## config.mk

```make
export PLATFORM = sky130hd
export DESIGN_NAME = fsk_tx_scheduler
export DESIGN_NICKNAME = d
export VERILOG_FILES = /design/src/rtl/fsk_tx_scheduler.sv
export SDC_FILE = /design/constraint.sdc
export NUM_CORES = 1
export LEC_CHECK = 0
export ABC_AREA = 1
export CELL_PAD_IN_SITES_DETAIL_PLACEMENT = 0
export CELL_PAD_IN_SITES_GLOBAL_PLACEMENT = 2
export CORE_MARGIN = 2
export CORE_UTILIZATION = 31
export CTS_CLUSTER_SIZE = 16
export DETAILED_ROUTE_END_ITERATION = 7
export PLACE_DENSITY_LB_ADDON = 0.12
export RECOVER_POWER = 100
export SYNTH_ARGS = -nofsm -noshare
export SYNTH_HDL_FRONTEND = slang
export SYNTH_SLANG_ARGS = --single-unit
```

## constraint.sdc

```tcl
create_clock -name clk -period 3.22 [get_ports clk]
set_input_delay 0.805 -clock clk [delete_from_list [all_inputs] [get_ports clk]]
set_output_delay 0.805 -clock clk [all_outputs]
set_load 0.05 [all_outputs]
```

## src/rtl/fsk_tx_scheduler.sv

```systemverilog
// Two-source round-robin frame scheduler for the FSK DDS: each granted 32-bit word becomes
// start(space) + 32 data bits LSB-first + stop(mark), optionally followed by mark gap symbols.
module fsk_tx_scheduler #(
    parameter int CFG_W = 32,
    parameter int GAP_W = 16
) (
    input  logic             clk,
    input  logic             rst,
    input  logic [CFG_W-1:0] symbol_dur,
    input  logic [CFG_W-1:0] mark_frq,
    input  logic [CFG_W-1:0] space_frq,
    input  logic [GAP_W-1:0] gap_symbols,
    input  logic             s0_valid,
    input  logic [31:0]      s0_data,
    output logic             s0_ready,
    input  logic             s1_valid,
    input  logic [31:0]      s1_data,
    output logic             s1_ready,
    output logic [CFG_W-1:0] freq_out,
    output logic             sym_strobe,
    output logic             busy,
    output logic             tx_src
);

    typedef enum logic [2:0] {
        ST_IDLE  = 3'd0,
        ST_START = 3'd1,
        ST_DATA  = 3'd2,
        ST_STOP  = 3'd3,
        ST_GAP   = 3'd4
    } state_t;

    localparam logic [CFG_W-1:0] CFG_ONE = {{(CFG_W-1){1'b0}}, 1'b1};
    localparam logic [GAP_W-1:0] GAP_ONE = {{(GAP_W-1){1'b0}}, 1'b1};

    state_t           state_q, state_d;
    logic [31:0]      word_q, word_d;
    logic [CFG_W-1:0] dur_q, dur_d;
    logic [CFG_W-1:0] mark_q, mark_d;
    logic [CFG_W-1:0] space_q, space_d;
    logic [GAP_W-1:0] gap_q, gap_d;
    logic [CFG_W-1:0] tick_q, tick_d;
    logic [4:0]       bit_q, bit_d;
    logic [GAP_W-1:0] gcnt_q, gcnt_d;
    logic             pref_q, pref_d;
    logic             src_q, src_d;
    logic             busy_q, busy_d;
    logic [CFG_W-1:0] freq_q, freq_d;
    logic             strobe_q, strobe_d;

    logic             grant_s;
    logic             accept_s;
    logic             sym_end_s;
    logic             first_tick_s;

    // pref_q holds the source favoured on a tie; it starts at s0 and flips past each winner
    always_comb begin
        grant_s = 1'b0;
        if (s0_valid && s1_valid) begin
            grant_s = pref_q;
        end else if (s1_valid) begin
            grant_s = 1'b1;
        end else begin
            grant_s = 1'b0;
        end
        s0_ready = (state_q == ST_IDLE) && !rst && s0_valid && (grant_s == 1'b0);
        s1_ready = (state_q == ST_IDLE) && !rst && s1_valid && (grant_s == 1'b1);
        accept_s = s0_ready || s1_ready;
    end

    assign sym_end_s    = (tick_q == (dur_q - CFG_ONE));
    assign first_tick_s = (tick_q == {CFG_W{1'b0}});

    // Frame sequencing, config latching and next output values
    always_comb begin
        state_d  = state_q;
        word_d   = word_q;
        dur_d    = dur_q;
        mark_d   = mark_q;
        space_d  = space_q;
        gap_d    = gap_q;
        tick_d   = tick_q;
        bit_d    = bit_q;
        gcnt_d   = gcnt_q;
        pref_d   = pref_q;
        src_d    = src_q;
        busy_d   = busy_q;
        freq_d   = freq_q;
        strobe_d = 1'b0;

        case (state_q)
            ST_IDLE: begin
                freq_d = mark_frq;
                if (accept_s) begin
                    state_d = ST_START;
                    word_d  = grant_s ? s1_data : s0_data;
                    dur_d   = (symbol_dur == {CFG_W{1'b0}}) ? CFG_ONE : symbol_dur;
                    mark_d  = mark_frq;
                    space_d = space_frq;
                    gap_d   = gap_symbols;
                    tick_d  = {CFG_W{1'b0}};
                    bit_d   = 5'd0;
                    gcnt_d  = {GAP_W{1'b0}};
                    pref_d  = !grant_s;
                    src_d   = grant_s;
                    busy_d  = 1'b1;
                end else begin
                    state_d = ST_IDLE;
                end
            end
            ST_START: begin
                freq_d   = space_q;
                strobe_d = first_tick_s;
                if (sym_end_s) begin
                    tick_d  = {CFG_W{1'b0}};
                    state_d = ST_DATA;
                end else begin
                    tick_d = tick_q + CFG_ONE;
                end
            end
            ST_DATA: begin
                freq_d   = word_q[bit_q] ? mark_q : space_q;
                strobe_d = first_tick_s;
                if (sym_end_s) begin
                    tick_d = {CFG_W{1'b0}};
                    if (bit_q == 5'd31) begin
                        state_d = ST_STOP;
                    end else begin
                        bit_d = bit_q + 5'd1;
                    end
                end else begin
                    tick_d = tick_q + CFG_ONE;
                end
            end
            ST_STOP: begin
                freq_d   = mark_q;
                strobe_d = first_tick_s;
                if (sym_end_s) begin
                    tick_d = {CFG_W{1'b0}};
                    if (gap_q != {GAP_W{1'b0}}) begin
                        state_d = ST_GAP;
                        gcnt_d  = {GAP_W{1'b0}};
                    end else begin
                        state_d = ST_IDLE;
                        busy_d  = 1'b0;
                    end
                end else begin
                    tick_d = tick_q + CFG_ONE;
                end
            end
            ST_GAP: begin
                freq_d   = mark_q;
                strobe_d = first_tick_s;
                if (sym_end_s) begin
                    tick_d = {CFG_W{1'b0}};
                    if (gcnt_q == (gap_q - GAP_ONE)) begin
                        state_d = ST_IDLE;
                        busy_d  = 1'b0;
                    end else begin
                        gcnt_d = gcnt_q + GAP_ONE;
                    end
                end else begin
                    tick_d = tick_q + CFG_ONE;
                end
            end
            default: begin
                state_d = ST_IDLE;
                busy_d  = 1'b0;
            end
        endcase
    end

    // State and output registers with synchronous reset
    always_ff @(posedge clk) begin
        if (rst) begin
            state_q  <= ST_IDLE;
            word_q   <= 32'd0;
            dur_q    <= {CFG_W{1'b0}};
            mark_q   <= {CFG_W{1'b0}};
            space_q  <= {CFG_W{1'b0}};
            gap_q    <= {GAP_W{1'b0}};
            tick_q   <= {CFG_W{1'b0}};
            bit_q    <= 5'd0;
            gcnt_q   <= {GAP_W{1'b0}};
            pref_q   <= 1'b0;
            src_q    <= 1'b0;
            busy_q   <= 1'b0;
            freq_q   <= {CFG_W{1'b0}};
            strobe_q <= 1'b0;
        end else begin
            state_q  <= state_d;
            word_q   <= word_d;
            dur_q    <= dur_d;
            mark_q   <= mark_d;
            space_q  <= space_d;
            gap_q    <= gap_d;
            tick_q   <= tick_d;
            bit_q    <= bit_d;
            gcnt_q   <= gcnt_d;
            pref_q   <= pref_d;
            src_q    <= src_d;
            busy_q   <= busy_d;
            freq_q   <= freq_d;
            strobe_q <= strobe_d;
        end
    end

    assign freq_out   = freq_q;
    assign sym_strobe = strobe_q;
    assign busy       = busy_q;
    assign tx_src     = src_q;

endmodule

```

==> results.toml <==
[clocking]
cts_made_buffers = 31
path_clk_slew_ns = 0.06
ctsHtreeMaxLevel = 1
cts-root-buf = "clkbuf_16"
cts_setup_buffers = 0
cts_tree = "yes"
clk_latency_ns = 0.57
clock_path_buffers = 3
numClockSinks = 236
cts_resized = 0
postCtsHoldBufs = 0

[min_path]
hp-class = "reg -> reg"

[synth]
synth_seq_area_share = 0.3576
yosysTopAreaCell = "dfxtp_1"
synthCells = 2054
ys_top_cells_by_count = "nand2_1, dfxtp_1, inv_1"
synth_cell_type_count = 43
synth_top_area_frac = 0.3576
ys.flop_type = "dfxtp_1"
async_flop_share = 0
synth_edf_count = 0
yosysWarnings = 0
yosysMostFrequentCell = "nand2_1"
synth-seq-cells = 236
synthesis.nets = 2241
syn_area_per_cell_um2 = 6.432
synth_area_um2 = 13210
ys_top_cells_by_area = "dfxtp_1, nand2_1, o21ai_0"

[sta]
setup_ws_ns = 0.2303
max-slew-margin-rel = -0.04810
hold_violations = 0
max_freq_ghz = 0.3345
slew_violations = 69
setup_viol = 0
fin_crit_sh = 0.9285
period_minus_slack_ns = 2.990
skew_ns = 0.01421
rsz0062_at_grt = "false"
fin_setup_tns_ns = 0
worst_pin_slew_ns = 1.572

[setup_path]
r2r_end = "gcnt_q[8]$_SDFFE_PP0P_"
critPathSlowestCell = "dlygate4sd3_1"
r2r-start = "dur_q[0]$_SDFFE_PP0P_"
cp_cell_sequence = "dlygate4sd3_1 -> inv_1 -> o21ai_0 -> inv_1 -> nand2_1 -> clkinvlp_2 -> buf_4"
crit_end = "s1_ready"
cp_max_fo = 5
reg2reg_depth = 15
cp.arrival_ns = 2.18
end_kind = "primary output"
cp-start-kind = "input port"
worstSetupPathType = "in -> out"
r2r_slack_ns = 0.40
required_ns = 2.41
cp_common_cell = "inv_1"
crit_start = "s0_valid"
slowest_delay_ns = 0.55

[placed_design]
io_buffers = 216
dpl_worst_slack_ns = 0.2186
place_area_um2 = 15870
gp_congestion = 0.7959
place_hpwl_um = 32240

[finish]
synthToLayoutAreaGrowth_pct = 27.91
multi_input_area_um2 = 7181
fillerInstances = 4530
seq_area_um2 = 4725
stdcell_area_um2 = 16900
finalNetCount = 2406
drive_gt1_frac = 0.05974

[floorplan]
core_region_area_um2 = 42040
die_w_um = 210.4
die_area_um2 = 44290
pin_count = 217
die_y_um = 210.4
rows = 75
initial_core_util = 0.3143

[routing]
post_drt_via_cell_ratio = 4.800
avgRoutedWirePerCell_um = 16.38
drc = 0
firstDrtPassIters = 4
routed_wl_um = 45630
vias = 13370
drt-initial-drc-count = 629
drtAntennaViolNets = 0

[power]
powerDensity_nw_per_um2 = 820.2
leakage_uw = 0.006898
ir_drop_v = 0.0006045

[global_routing]
grt_pass1_wl_um = 72040
overflow = 0
antenna_found_initial = 7
grt_pass1_vias = 13120
grt_start_max_net_pins = 86
grt_usage = 0.2036

[run_status]
violations = "capacitance limit, slew limit"
status = "complete, but fails checks"

[run]
drv_cap = 1
critical path: cells and delay by family:
family | cells | cell delay (ns)
and+or+nand+nor | 1 | 0.12
buffers and inverters | 5 | 1.12
AOI/OAI and AO/OA | 1 | 0.13
flip-flops by register name, summed over array words and instances (netlist names):
register and flops:
bit_q 5, busy 1, dur_q 32, freq_out 32, gap_q 16, gcnt_q 16
mark_q 32, pref_q 1, space_q 32, state_q 3, sym_strobe 1, tick_q 32
tx_src 1, word_q 32
worst min path at each step:
stage | start | endpoint | cells past startpoint
6_report | busy$_SDFFE_PP0P_ | busy$_SDFFE_PP0P_ | 2
5_1_grt | busy$_SDFFE_PP0P_ | busy$_SDFFE_PP0P_ | 2
4_1_cts | busy$_SDFFE_PP0P_ | busy$_SDFFE_PP0P_ | 2
3_5_place_dp | busy$_SDFFE_PP0P_ | busy$_SDFFE_PP0P_ | 2
3_3_place_gp | busy$_SDFFE_PP0P_ | busy$_SDFFE_PP0P_ | 2
2_1_floorplan | word_q[31]$_SDFFE_PP0P_ | word_q[31]$_SDFFE_PP0P_ | 2
final cells by class:
| type | instances | share of cell area |
|---|---|---|
| inverters | 231 | 0.05153 |
| flip-flops and latches | 236 | 0.2796 |
| well taps | 539 | 0.03991 |
| clock buffers | 46 | 0.05694 |
| multi-input cells | 1479 | 0.4249 |
| clock inverters | 11 | 0.008293 |
| repair buffers | 240 | 0.1384 |
| diodes | 3 | 0.0004442 |
cell usage in the layout, fill, tap and decap left out, types with 5 or more instances in the layout:
cell / n
a21oi_1: 101
a22oi_1: 20
a31oi_1: 12
buf_4: 16
clkbuf_16: 31
clkbuf_2: 6
clkbuf_8: 13
clkdlybuf4s50_1: 177
dfxtp_1: 236
dlygate4sd3_1: 36
ha_1: 7
inv_1: 214
inv_2: 13
nand2_1: 560
nand2_2: 10
nand3_1: 161
nand3b_1: 7
nand4_1: 32
nor2_1: 185
nor2_2: 10
nor2_4: 5
nor3_1: 22
nor4_1: 18
o211ai_1: 5
o21ai_0: 189
o21ai_1: 7
o21bai_1: 6
o22ai_1: 15
or2_1: 5
or2_2: 5
xnor2_1: 23
xor2_1: 57
power by group:
| group | total [uW] | switching [uW] | internal, uW |
|---|---|---|---|
| Combinational | 6070 | 4140 | 1940 |
| Clock | 3670 | 1390 | 2290 |
| Sequential | 4110 | 517 | 3590 |
| Total | 13900 | 6040 | 7820 |
metrics by stage:
step | power [uW] | std cells | hold slack (ns) | util
2_1_floorplan | 8339 | 2054 | 0.4450 | -
3_3_place_gp | 10420 | 2725 | 0.4518 | 0.3774
3_5_place_dp | 10430 | 2725 | 0.4564 | 0.3774
4_1_cts | 14190 | 2782 | 0.4676 | 0.4037
5_1_grt | 14930 | 2783 | 0.4734 | 0.4018
6_report | 13860 | 2785 | 0.4630 | 0.4020
metal layers:
metal  share of wire  global-route usage  wire length [um]
met5         0.00081                   0                37
met4           0.023             0.05172              1032
met3           0.046             0.03322              2109
met2            0.46              0.3379             21000
met1            0.47              0.2751             21450
kinds of logic after synthesis:
| logic type | count (synthesis) | share of synthesized area |
|---|---|---|
| and+or+nand+nor | 1030 | 0.3359 |
| AOI/OAI and AO/OA | 358 | 0.1446 |
| buffers and inverters | 339 | 0.09916 |
| DFF | 236 | 0.3576 |
| xor gates and xnor gates | 80 | 0.05304 |
| adders and majority gates | 7 | 0.006629 |
| muxes | 4 | 0.003031 |
No activity file was read; power rests on OpenSTA's default activity.
